## src/rtl/cpu_defs.sv

```systemverilog
// ----------------------------------------------------------------------------
// cpu_defs : shared constants and types for the instruction-fetch front end.
// Holds the default reset PC, the NOP encoding used to clear IF/ID, and the
// fetch FSM state encodings.
// Revision: 1.0 - initial release
// ----------------------------------------------------------------------------
`default_nettype none

package cpu_defs;

  // First fetch address after reset unless overridden on the instance.
  localparam logic [31:0] RESET_PC_DEFAULT = 32'h0000_3000;

  // Instruction word driven into IF/ID while it holds no instruction.
  localparam logic [31:0] NOP_WORD = 32'h0000_0000;

  // Fetch FSM: S_REQ issues a request, S_FULL waits for the skid to drain.
  typedef enum logic [0:0] {
    S_REQ  = 1'b0,
    S_FULL = 1'b1
  } fetch_state_e;

  // Branch/jump targets are word aligned; low two bits are discarded.
  function automatic logic [31:0] align_target(input logic [31:0] target);
    return target & ~32'h0000_0003;
  endfunction

endpackage

`default_nettype wire

```

## src/rtl/fetch_skid_buf.sv

```systemverilog
// ----------------------------------------------------------------------------
// fetch_skid_buf : one-entry holding register for a fetched instruction that
// arrived while IF/ID was occupied and stalled.
// Revision: 1.0 - initial release
// ----------------------------------------------------------------------------
`default_nettype none

module fetch_skid_buf
  import cpu_defs::*;
(
  input  logic        clk,
  input  logic        rst_n,
  input  logic        load_i,
  input  logic        unload_i,
  input  logic [31:0] instr_i,
  input  logic [31:0] pc_i,
  output logic        valid_o,
  output logic [31:0] instr_o,
  output logic [31:0] pc_o
);

  logic        valid_q;
  logic [31:0] instr_q;
  logic [31:0] pc_q;

  // Capture on load, release on unload; load wins if both are ever asserted.
  always_ff @(posedge clk or negedge rst_n) begin
    if (!rst_n) begin
      valid_q <= 1'b0;
      instr_q <= NOP_WORD;
      pc_q    <= 32'h0;
    end else if (load_i) begin
      valid_q <= 1'b1;
      instr_q <= instr_i;
      pc_q    <= pc_i;
    end else if (unload_i) begin
      valid_q <= 1'b0;
    end
  end

  assign valid_o = valid_q;
  assign instr_o = instr_q;
  assign pc_o    = pc_q;

endmodule

`default_nettype wire

```

## src/rtl/pc_fetch_unit.sv

```systemverilog
// ----------------------------------------------------------------------------
// pc_fetch_unit : instruction fetch stage. Keeps the fetch PC, issues one
// instruction-memory request at a time, and delivers {instr, pc, pc+8} into
// the IF/ID register with a one-entry skid buffer to absorb ID stalls.
// Redirects never cancel the fetch in flight (delay-slot semantics); a
// redirect that arrives without a completing fetch is kept as pending.
// Revision: 1.0 - initial release
// ----------------------------------------------------------------------------
`default_nettype none

module pc_fetch_unit
  import cpu_defs::*;
#(
  parameter logic [31:0] RESET_PC = RESET_PC_DEFAULT
) (
  input  logic        clk,
  input  logic        rst_n,
  input  logic        stall,
  input  logic        redirect_valid,
  input  logic [31:0] redirect_pc,
  output logic        imem_req,
  output logic [31:0] imem_addr,
  input  logic        imem_ack,
  input  logic [31:0] imem_rdata,
  output logic [31:0] pc,
  output logic        if_id_valid,
  output logic [31:0] if_id_instr,
  output logic [31:0] if_id_pc,
  output logic [31:0] if_id_pc8
);

  fetch_state_e state_q;
  logic [31:0]  pc_q;
  logic         pend_valid_q;
  logic [31:0]  pend_pc_q;
  logic         if_id_valid_q;
  logic [31:0]  if_id_instr_q;
  logic [31:0]  if_id_pc_q;
  logic [31:0]  if_id_pc8_q;

  logic [31:0]  redirect_tgt_d;
  logic         fetch_done_d;
  logic         load_skid_d;
  logic         load_ifid_d;
  logic         drain_skid_d;
  logic [31:0]  pc_d;

  logic         skid_valid;
  logic [31:0]  skid_instr;
  logic [31:0]  skid_pc;

  // Decode this cycle's fetch completion, where it lands, and the next PC.
  always_comb begin
    redirect_tgt_d = align_target(redirect_pc);
    fetch_done_d   = (state_q == S_REQ) && imem_ack;
    load_skid_d    = fetch_done_d && if_id_valid_q && stall;
    load_ifid_d    = fetch_done_d && !load_skid_d;
    drain_skid_d   = (state_q == S_FULL) && !stall;
    if (redirect_valid) begin
      pc_d = redirect_tgt_d;
    end else if (pend_valid_q) begin
      pc_d = pend_pc_q;
    end else begin
      pc_d = pc_q + 32'd4;
    end
  end

  // Fetch FSM plus PC, pending-redirect and IF/ID registers.
  always_ff @(posedge clk or negedge rst_n) begin
    if (!rst_n) begin
      state_q       <= S_REQ;
      pc_q          <= RESET_PC;
      pend_valid_q  <= 1'b0;
      pend_pc_q     <= 32'h0;
      if_id_valid_q <= 1'b0;
      if_id_instr_q <= NOP_WORD;
      if_id_pc_q    <= 32'h0;
      if_id_pc8_q   <= 32'h0;
    end else begin
      case (state_q)
        S_REQ:   if (load_skid_d) state_q <= S_FULL;
        S_FULL:  if (!stall) state_q <= S_REQ;
        default: state_q <= S_REQ;
      endcase

      if (fetch_done_d) begin
        pc_q <= pc_d;
      end

      // A completed fetch consumes any redirect; otherwise the latest wins.
      if (fetch_done_d) begin
        pend_valid_q <= 1'b0;
      end else if (redirect_valid) begin
        pend_valid_q <= 1'b1;
        pend_pc_q    <= redirect_tgt_d;
      end

      if (load_ifid_d) begin
        if_id_valid_q <= 1'b1;
        if_id_instr_q <= imem_rdata;
        if_id_pc_q    <= pc_q;
        if_id_pc8_q   <= pc_q + 32'd8;
      end else if (drain_skid_d) begin
        if_id_valid_q <= skid_valid;
        if_id_instr_q <= skid_instr;
        if_id_pc_q    <= skid_pc;
        if_id_pc8_q   <= skid_pc + 32'd8;
      end else if (!stall) begin
        if_id_valid_q <= 1'b0;
      end
    end
  end

  fetch_skid_buf u_skid (
    .clk      (clk),
    .rst_n    (rst_n),
    .load_i   (load_skid_d),
    .unload_i (drain_skid_d),
    .instr_i  (imem_rdata),
    .pc_i     (pc_q),
    .valid_o  (skid_valid),
    .instr_o  (skid_instr),
    .pc_o     (skid_pc)
  );

  assign imem_req    = (state_q == S_REQ);
  assign imem_addr   = pc_q;
  assign pc          = pc_q;
  assign if_id_valid = if_id_valid_q;
  assign if_id_instr = if_id_instr_q;
  assign if_id_pc    = if_id_pc_q;
  assign if_id_pc8   = if_id_pc8_q;

endmodule

`default_nettype wire

```

## config.mk

```make
export PLATFORM = sky130hd
export DESIGN_NAME = pc_fetch_unit
export DESIGN_NICKNAME = d
export VERILOG_FILES = /design/src/rtl/cpu_defs.sv /design/src/rtl/fetch_skid_buf.sv /design/src/rtl/pc_fetch_unit.sv
export SDC_FILE = /design/constraint.sdc
export NUM_CORES = 1
export LEC_CHECK = 0
export ABC_AREA = 0
export CAP_MARGIN = 20
export CORE_ASPECT_RATIO = 0.6
export CORE_MARGIN = 8
export CORE_UTILIZATION = 50
export CTS_CLUSTER_SIZE = 25
export DETAILED_ROUTE_END_ITERATION = 10
export PLACE_DENSITY_LB_ADDON = 0.08
export REMOVE_ABC_BUFFERS = 1
export SYNTH_ARGS = -nofsm -noshare
export SYNTH_HDL_FRONTEND = slang
export SYNTH_SLANG_ARGS = --single-unit
```

## constraint.sdc

```tcl
create_clock -name clk -period 4.1 [get_ports clk]
set_clock_uncertainty 0.1 [all_clocks]
set_input_delay 0.615 -clock clk [delete_from_list [all_inputs] [get_ports clk]]
set_output_delay 0.615 -clock clk [all_outputs]
set_load 0.01 [all_outputs]
```

==> impl_metrics.yaml, run 1 <==
timing:
  tns_ns: 0
  finalSetupViolCount: 0
  slew_violations: 0
  fin_crit_sh_pct: 82.40
  fin_crit_ns: 3.378
  fmax_mhz: 296.0
  rsz0062_at_grt: "no"
  finalHoldViolations: 0
  slew_headroom_pct: 31.22
  worst_slew_pin_slew_ns: 1.032
global_route:
  track_usage_pct: 23.34
  grt_max_degree: 109
  grt.overflow.total: 0
  grt_pass1_vias: 8446
  grt_pass1_wl_um: 49800
  antenna_found_initial: 3
worst_setup_path:
  crit_type: "in -> reg"
  crit_fanout: 6
  r2r-start: "state_q"
  regToRegSetupSlack_ns: 0.93
  rr_endpoint: "if_id_pc8[31]"
  cp-start-kind: "input port"
  critical-path-top-delay-family: "simple AND/OR/NAND/NOR gates"
  worstPathArrival_ns: 3.66
  worst-path-buf-inv: 1
  slowest_stage: "clkdlybuf4s50_1"
  crit_chain: "clkdlybuf4s50_1 > and2_1 > nor2_4 > nand2_1 > nand2_1 > ha_1 > nand4_1 > a2111o_1 > o31a_1 > nor4b_2 > mux2i_1 > nand2_1"
  cp.required_ns: 4.39
  crit_top_cell: "nand2_1"
  reg2regPathDepth: 11
  slowest_delay_ns: 0.53
  critPathCaptureType: "register"
floorplan:
  die_w_um: 206.8
  boundaryPins: 231
  start_util_pct: 50.22
  die_area_um2: 27000
  rows: 42
  fp.coreArea_um2: 21760
  die_height_um: 130.5
power_and_ir_drop:
  peakVddDrop_mv: 0.4514
  p_leak_nw: 5.918
  p_total_mw: 8.693
  power_density_nw_per_um2: 625.8
clock_network:
  clk_pin_slew_ns: 0.06
  cts_tree: "done"
  clock_path_buffers: 3
  clock_latency_ns: 0.50
  ctsHoldBuffers: 0
  htree_num_levels: 1
  cts_made_buffers: 21
  cts_resized: 0
  cts_sinks: 217
  cts-root-buf: "clkbuf_16"
  postCtsSetupBuffers: 0
run_status:
  status: "completed"
detailed_routing:
  antenna_left: 0
  drt-initial-drc-count: 856
  vias: 8991
  drc_errors: 0
  wirelength_um: 31970
  wl_per_cell_um: 20.92
  dr.pass1.iters: 6
  viasPerCell: 5.884
logic_synthesis:
  synth-async-reset-ratio_pct: 100.0
  ys_seq_area_share_pct: 49.72
  ys_types: 70
  synth_top_area_cell: "dfrtp_1"
  synthTopCellsByArea: "dfrtp_1 (49%), mux2_2 (9.5%), nand2_1 (4.6%)"
  netlist_instances: 1073
  yosysWarnings: 0
  synth.avg_cell_area_um2: 10.18
  ys_ff_latch: 217
  syn_area_um2: 10930
  synth-edff-count: 0
  ys.flop_type: "dfrtp_1"
  synth_top_area_share_pct: 49.24
cells_and_area:
  areaGrowthSynthToFinish_pct: 27.12
  design.final.nets: 1298
  drive_gt1_share_pct: 14.02
  layout_common_cells: "clkdlybuf4s50_1 (219), dfrtp_1 (215), nand2_1 (131)"
  final_common_cell: "clkdlybuf4s50_1"
place:
  gp_congestion: 0.8461
  dp_hpwl_um: 22490
  port_buffers: 220
job:
  max_cap_viol_count: 0
hold_path:
  min_path_type: "in -> async"
==> per-stage QoR <==
stage | hold WS [ns] | setup slack, ns | area, µm² | util (%) | instances
2_1_floorplan | 0.2194 | -0.01896 | 10300 | - | 958
3_3_place_gp | 0.3585 | 0.2902 | 13110 | 60.25 | 1490
3_5_place_dp | 0.3648 | 0.2537 | 13110 | 60.25 | 1490
4_1_cts | 0.09889 | 0.7682 | 13890 | 63.83 | 1527
5_1_grt | 0.1269 | 0.4646 | 13890 | 63.84 | 1528
6_report | 0.06304 | 0.7217 | 13890 | 63.84 | 1528
==> metal layers <==
| layer | track usage (%) | wire, µm | share of wire [%] | vias to the layer above |
|---|---|---|---|---|
| met4 | 4.854 | 580 | 1.8 | 4 |
| met5 | 0 | 27 | 0.084 | - |
| met3 | 4.826 | 2796 | 8.7 | 42 |
| met2 | 33.49 | 13610 | 43 | 362 |
| li1 | - | - | - | 4106 |
| met1 | 35.76 | 14960 | 47 | 4477 |
==> cells in the mapped netlist (26+ instances only) <==
master	count
xnor2_1	27
nand3_1	27
nor2_1	69
nand2_1	133
clkbuf_1	44
dfrtp_1	215
o21ai_0	60
buf_4	44
mux2_2	92
a222oi_1	33
a31oi_1	26
inv_1	38
a21oi_1	31
==> cells by family after synthesis <==
logic type      Yosys count  share of synthesized area (%)
mux                     111                          11.22
flops                   217                          49.72
simple gates            306                          13.34
xor+xnor                 50                          4.008
buf+inv                 161                          7.317
fa+ha+maj                 2                         0.2290
other cells               1                        0.03432
compound gates          225                          14.13
==> registers in the layout, summed over array words and instances, names as in the netlist <==
register and flops:
pend_pc_q 30, u_skid.instr_o 32, if_id_valid 1, pend_valid_q 1, imem_addr 30, if_id_pc 30, if_id_instr 32, if_id_pc8 29
u_skid.valid_o 1, u_skid.pc_o 30, state_q 1
==> layout make-up <==
type                    instances  area (µm²)
repair buffers                246        2427
flip-flops and latches        217        5433
well taps                     286       357.8
multi-input cells             702        4745
diodes                          1       2.502
clock buffers                  24       546.8
fillers                      1821        7866
inverters                      39       146.4
clock inverters                13       231.5
==> report_power, final <==
part           switching (mW)  internal (mW)  leakage, nW
logic                    1.28           1.60         2.93
registers               0.751           2.86         2.61
clock network           0.854           1.34        0.374
total                    2.88           5.81         5.92
==> worst max path at each step <==
stage	start	end	slack (ns)	cells after the start
6_report	stall	if_id_pc8[31]	0.72	12
5_1_grt	stall	if_id_pc8[29]	0.46	12
4_1_cts	stall	if_id_pc8[31]	0.77	12
3_5_place_dp	stall	if_id_pc8[31]	0.25	12
3_3_place_gp	stall	if_id_pc8[20]	0.29	9
2_1_floorplan	imem_ack	if_id_pc8[25]	-0.02	11
(Power assumes the default switching activity.)
==> run 2, diff against run 1 <==
--- a/config.mk
+++ b/config.mk
@@ -9,7 +9,7 @@
 export CAP_MARGIN = 20
 export CORE_ASPECT_RATIO = 0.6
 export CORE_MARGIN = 8
-export CORE_UTILIZATION = 50
+export CORE_UTILIZATION = 47
 export CTS_CLUSTER_SIZE = 25
 export DETAILED_ROUTE_END_ITERATION = 10
 export PLACE_DENSITY_LB_ADDON = 0.08
==> constraint.sdc (replaced) <==
create_clock -name clk -period 2.9 [get_ports clk]
set_clock_uncertainty 0.1 [all_clocks]
set_input_delay 0.435 -clock clk [delete_from_list [all_inputs] [get_ports clk]]
set_output_delay 0.435 -clock clk [all_outputs]
set_load 0.01 [all_outputs]
==> run 2 against run 1 <==
Compared with the run above:
- global-route usage up 0.081 points
- first-iteration DRC count up 16%
- clock power is 27% higher
- setup slack got worse by 0.57 ns
- total power up 41%
- highest routed layer is now met4
- flip-flop and latch count is the same
- utilization decreased by 1.4 points
==> impl_metrics.yaml, run 2 (synthesis gave the netlist of run 1 again) <==
clock_network:
  postCtsSetupBuffers: 0
  cts_tree: "done"
  clock_path_buffers: 3
  cts-root-buf: "clkbuf_16"
  cts_made_buffers: 22
  clk_pin_slew_ns: 0.07
  clock_latency_ns: 0.50
  cts_sinks: 217
  htree_num_levels: 1
cells_and_area:
  areaGrowthSynthToFinish_pct: 31.33
  design.final.nets: 1359
  fin_cells: 1617
  final_common_cell: "clkdlybuf4s50_1"
  drive_gt1_share_pct: 17.82
  layout_common_cells: "clkdlybuf4s50_1 (219), dfrtp_1 (215), nand2_1 (131)"
  finish.utilization_pct: 62.46
  n_antenna_cell: 0
worst_setup_path:
  critPathCaptureType: "register"
  worst-path-buf-inv: 1
  crit_type: "in -> reg"
  crit_chain: "clkdlybuf4s50_1 > and2_1 > nor2_4 > nand2_1 > nand2_1 > ha_1 > nand4_1 > a2111o_1 > o31a_1 > nor4b_2 > mux2i_1 > nand2_1"
  crit_fanout: 6
  cp-start-kind: "input port"
  slowest_stage: "clkdlybuf4s50_1"
  cp.required_ns: 3.19
  worstPathArrival_ns: 3.03
  critical-path-top-delay-family: "simple AND/OR/NAND/NOR gates"
  slowest_delay_ns: 0.47
  crit_top_cell: "nand2_1"
timing:
  finalHoldViolations: 0
  slew_headroom_pct: 48.58
  slew_violations: 0
  timing.hold.ws_ns: 0.3616
  rsz0062_at_grt: "no"
  worst_slew_pin_slew_ns: 0.7685
  tns_ns: 0
  fmax_mhz: 364.3
  fin_crit_sh_pct: 94.64
  finalSetupViolCount: 0
  fin_crit_ns: 2.745
detailed_routing:
  antenna_left: 0
  wl_per_cell_um: 21.01
  wirelength_um: 33970
  dr.pass1.iters: 6
  drt-initial-drc-count: 990
  viasPerCell: 5.733
  vias: 9270
  drc_errors: 0
power_and_ir_drop:
  p_leak_nw: 6.191
  power_frac_comb_pct: 36.6
  peakVddDrop_mv: 0.5026
  p_switching_mw: 4.154
  clock_power_share_pct: 22.8
  p_total_mw: 12.25
  p_seq_share_pct: 40.6
  power_density_nw_per_um2: 853.4
  p_int_mw: 8.093
  netSwitchingFraction_pct: 33.92
floorplan:
  boundaryPins: 231
  fp.coreArea_um2: 22970
  die_height_um: 134.1
  rows: 43
  die_area_um2: 28540
  die_w_um: 212.8
  start_util_pct: 47.56
place:
  gp_congestion: 0.8607
  dp.cells: 1578
  dp_hpwl_um: 24560
  port_buffers: 220
global_route:
  antenna_found_initial: 0
  grt_pass1_vias: 8872
  track_usage_pct: 23.42
  grt_max_degree: 75
  grt.overflow.total: 0
  grt_pass1_wl_um: 53330
hold_path:
  min_path_type: "in -> async"
run_status:
  status: "completed"
job:
  max_cap_viol_count: 0
run 2: repair_timing:
| action | CTS | global route |
|---|---|---|
| endpoints found under the setup margin | 0 | 1 |
| hold buffers | 1 | 0 |
| gates resized for setup | 0 | 1 |
| endpoints found under the hold margin | 59 | 0 |
run 2: layout make-up:
cell class,count,area (µm²)
fillers,1953,8623
clock inverters,3,17.52
well taps,315,394.1
flip-flops and latches,217,5433
inverters,39,146.4
multi-input cells,702,4751
repair buffers,306,2918
clock buffers,35,690.7
run 2: worst reg2reg max path, stage by stage, from the launching register on:
cell and delay [ns]:
dfrtp_1 0.37, and2_1 0.19, nor2_4 0.15, nand2_1 0.09
nand2_1 0.08, ha_1 0.16, nand4_1 0.13, a2111o_1 0.37
o31a_1 0.24, nor4b_2 0.41, mux2i_1 0.22, nand2_1 0.07
run 2: power groups by stage:
stage          Sequential [mW]  Combinational [mW]  Clock (mW)
2_1_floorplan             5.19                1.69           0
3_3_place_gp              4.95                4.43           0
3_5_place_dp              5.00                4.51           0
4_1_cts                   4.95                4.53        2.86
5_1_grt                   5.11                4.85        2.98
6_report                  4.97                4.49        2.79
run 2: metrics by stage:
step / setup WS, ns / instance area [µm²]
final: 0.1554 / 14350
after global routing: 0.02233 / 14350
after CTS: 0.1778 / 14340
after detailed placement: -0.3276 / 13630
after global placement: -0.3441 / 13630
after floorplan: -1.039 / 10300
run 2: final timing paths:
kind / startpoint / endpoint / slack [ns] / cells after the start
max in group asynchronous: rst_n / if_id_instr[28] / 1.35 / 3
worst max register to register: if_id_valid / if_id_pc8[31] / 0.20 / 11
worst min register to register: u_skid.instr_o[9] / if_id_instr[9] / 0.38 / 2
worst min-delay path: rst_n / u_skid.instr_o[24] / 0.36 / 2
min in group clk: u_skid.instr_o[9] / if_id_instr[9] / 0.38 / 2
worst max-delay path: stall / if_id_pc8[31] / 0.16 / 12
run 2: layer usage:
metal / vias up / routed length, µm / track usage [%] / share of wire, %
li1: 4236 / - / - / -
met1: 4610 / 16540 / 36.39 / 49
met2: 378 / 14150 / 32.84 / 42
met3: 46 / 2683 / 4.963 / 7.9
met4: 0 / 600 / 4.660 / 1.8
met5: - / 0 / 0 / 0
==> run 3, diff against run 2 <==
--- a/config.mk
+++ b/config.mk
@@ -10,6 +10,7 @@
 export CORE_ASPECT_RATIO = 0.6
 export CORE_MARGIN = 8
 export CORE_UTILIZATION = 47
+export CTS_BUF_LIST = sky130_fd_sc_hd__clkbuf_16
 export CTS_CLUSTER_SIZE = 25
 export DETAILED_ROUTE_END_ITERATION = 10
 export PLACE_DENSITY_LB_ADDON = 0.08
==> run 3 against run 2 <==
Compared with the run above:
- first-iteration DRC count decreased by 11%
- cell count unchanged
- setup slack improved by 0.0043 ns
- maximum frequency increased by 0.16%
- critical path type unchanged
- sequential power about the same
- utilization decreased by 0.31 points
- flip-flop and latch count unchanged
- routed wire length decreased by 0.11%
==> impl_metrics.yaml, run 3 (synthesis gave the netlist of run 1 again) <==
worst_setup_path:
  crit_fanout: 6
  crit_chain: "clkdlybuf4s50_1 > and2_1 > nor2_4 > nand2_1 > nand2_1 > ha_1 > nand4_1 > a2111o_1 > o31a_1 > nor4b_2 > mux2i_1 > nand2_1"
  reg2regPathDepth: 11
  cp-start-kind: "input port"
  cp.required_ns: 3.19
  worstPathArrival_ns: 3.03
  crit_top_cell: "nand2_1"
  slowest_stage: "clkdlybuf4s50_1"
  crit_type: "in -> reg"
  slowest_delay_ns: 0.47
  critPathCaptureType: "register"
cells_and_area:
  n_antenna_cell: 0
  areaGrowthSynthToFinish_pct: 30.69
  layout_common_cells: "clkdlybuf4s50_1 (219), dfrtp_1 (215), nand2_1 (131)"
  final_common_cell: "clkdlybuf4s50_1"
  design.final.nets: 1359
  fin_area_um2: 14280
  drive_gt1_share_pct: 17.28
place:
  dp_hpwl_um: 24560
  place_area_um2: 13630
  place_ws_ns: -0.3276
  port_buffers: 220
  gp_congestion: 0.8607
global_route:
  track_usage_pct: 23.35
  grt_pass1_vias: 8831
  grt_pass1_wl_um: 53120
  grt.overflow.total: 0
  grt_max_degree: 75
  antenna_found_initial: 0
timing:
  worst_slack_ns: 0.1597
  worst_slew_pin_slew_ns: 0.7481
  slew_headroom_pct: 49.94
  timing.hold.ws_ns: 0.3549
  rsz0062_at_grt: "no"
  finalHoldViolations: 0
  fmax_mhz: 364.9
  finalSetupViolCount: 0
  slew_violations: 0
  fin_crit_ns: 2.740
  fin_crit_sh_pct: 94.49
detailed_routing:
  wirelength_um: 33930
  drc_errors: 0
  dr.pass1.iters: 8
  wl_per_cell_um: 20.98
  vias: 9174
  antenna_left: 0
  viasPerCell: 5.673
  drt-initial-drc-count: 881
power_and_ir_drop:
  power_density_nw_per_um2: 843.1
  peakVddDrop_mv: 0.5013
  p_leak_nw: 6.172
  p_total_mw: 12.04
clock_network:
  clock_latency_ns: 0.50
  clock_path_buffers: 3
  cts_sinks: 217
  cts-root-buf: "clkbuf_16"
  htree_num_levels: 1
  cts_made_buffers: 22
  cts_tree: "done"
  clk_pin_slew_ns: 0.06
  postCtsSetupBuffers: 0
floorplan:
  die_w_um: 212.8
  start_util_pct: 47.56
  boundaryPins: 231
  rows: 43
  die_height_um: 134.1
  die_area_um2: 28540
  fp.coreArea_um2: 22970
hold_path:
  min_path_type: "in -> async"
job:
  max_cap_viol_count: 0
run_status:
  status: "completed"
## run 3: path summary, 6_finish.rpt
kind / start / end / slack (ns)
max in group asynchronous: rst_n / u_skid.instr_o[27] / 1.36
max: stall / if_id_pc8[31] / 0.16
max reg2reg: if_id_valid / if_id_pc8[31] / 0.20
min: rst_n / u_skid.instr_o[24] / 0.35
min in group clk: u_skid.instr_o[10] / if_id_instr[10] / 0.38
min reg2reg: u_skid.instr_o[10] / if_id_instr[10] / 0.38
## run 3: repair_timing
| item | in CTS | in global routing |
|---|---|---|
| resized for setup | 0 | 1 |
| hold endpoints to repair | 59 | 0 |
| setup endpoints to repair | 0 | 1 |
| hold buffers | 1 | 0 |
## run 3: worst max-delay path: cells and delay by family
| kind | cells | cell delay [ns] |
|---|---|---|
| AO/OA/AOI/OAI | 2 | 0.61 |
| adder cells (fa/ha/maj) | 1 | 0.16 |
| buffers and inverters | 1 | 0.47 |
| multiplexers | 1 | 0.22 |
| AND/OR/NAND/NOR | 7 | 1.14 |
## run 3: per-stage QoR
stage / util [%] / setup TNS (ns) / instances
after floorplan: - / -51.62 / 958
after global placement: 59.31 / -1.899 / 1578
after detailed placement: 59.31 / -2.652 / 1578
after CTS: 62.13 / 0 / 1617
after global routing: 62.16 / 0 / 1617
final: 62.16 / 0 / 1617
## run 3: layout make-up
| type | count | area (µm²) |
|---|---|---|
| clock buffers | 23 | 575.6 |
| fillers | 1966 | 8693 |
| repair buffers | 306 | 2918 |
| flip-flops and latches | 217 | 5433 |
| clock inverters | 15 | 62.56 |
| well taps | 315 | 394.1 |
| inverters | 39 | 146.4 |
| multi-input cells | 702 | 4751 |
## run 3: per-layer routing
metal  up-vias  track usage (%)  routed length, µm  share of wire [%]
met5         -                0                  0                  0
met4         0            4.507                559                1.6
met3        41            5.056               2854                8.4
met2       368            32.30              14080                 42
met1      4532            36.65              16440                 48
li1       4233                -                  -                  -
## run 3: where the power goes
part	switching, mW	internal (mW)	total, mW
registers	0.911	4.06	4.97
clock network	1.17	1.42	2.59
logic	2.07	2.41	4.48
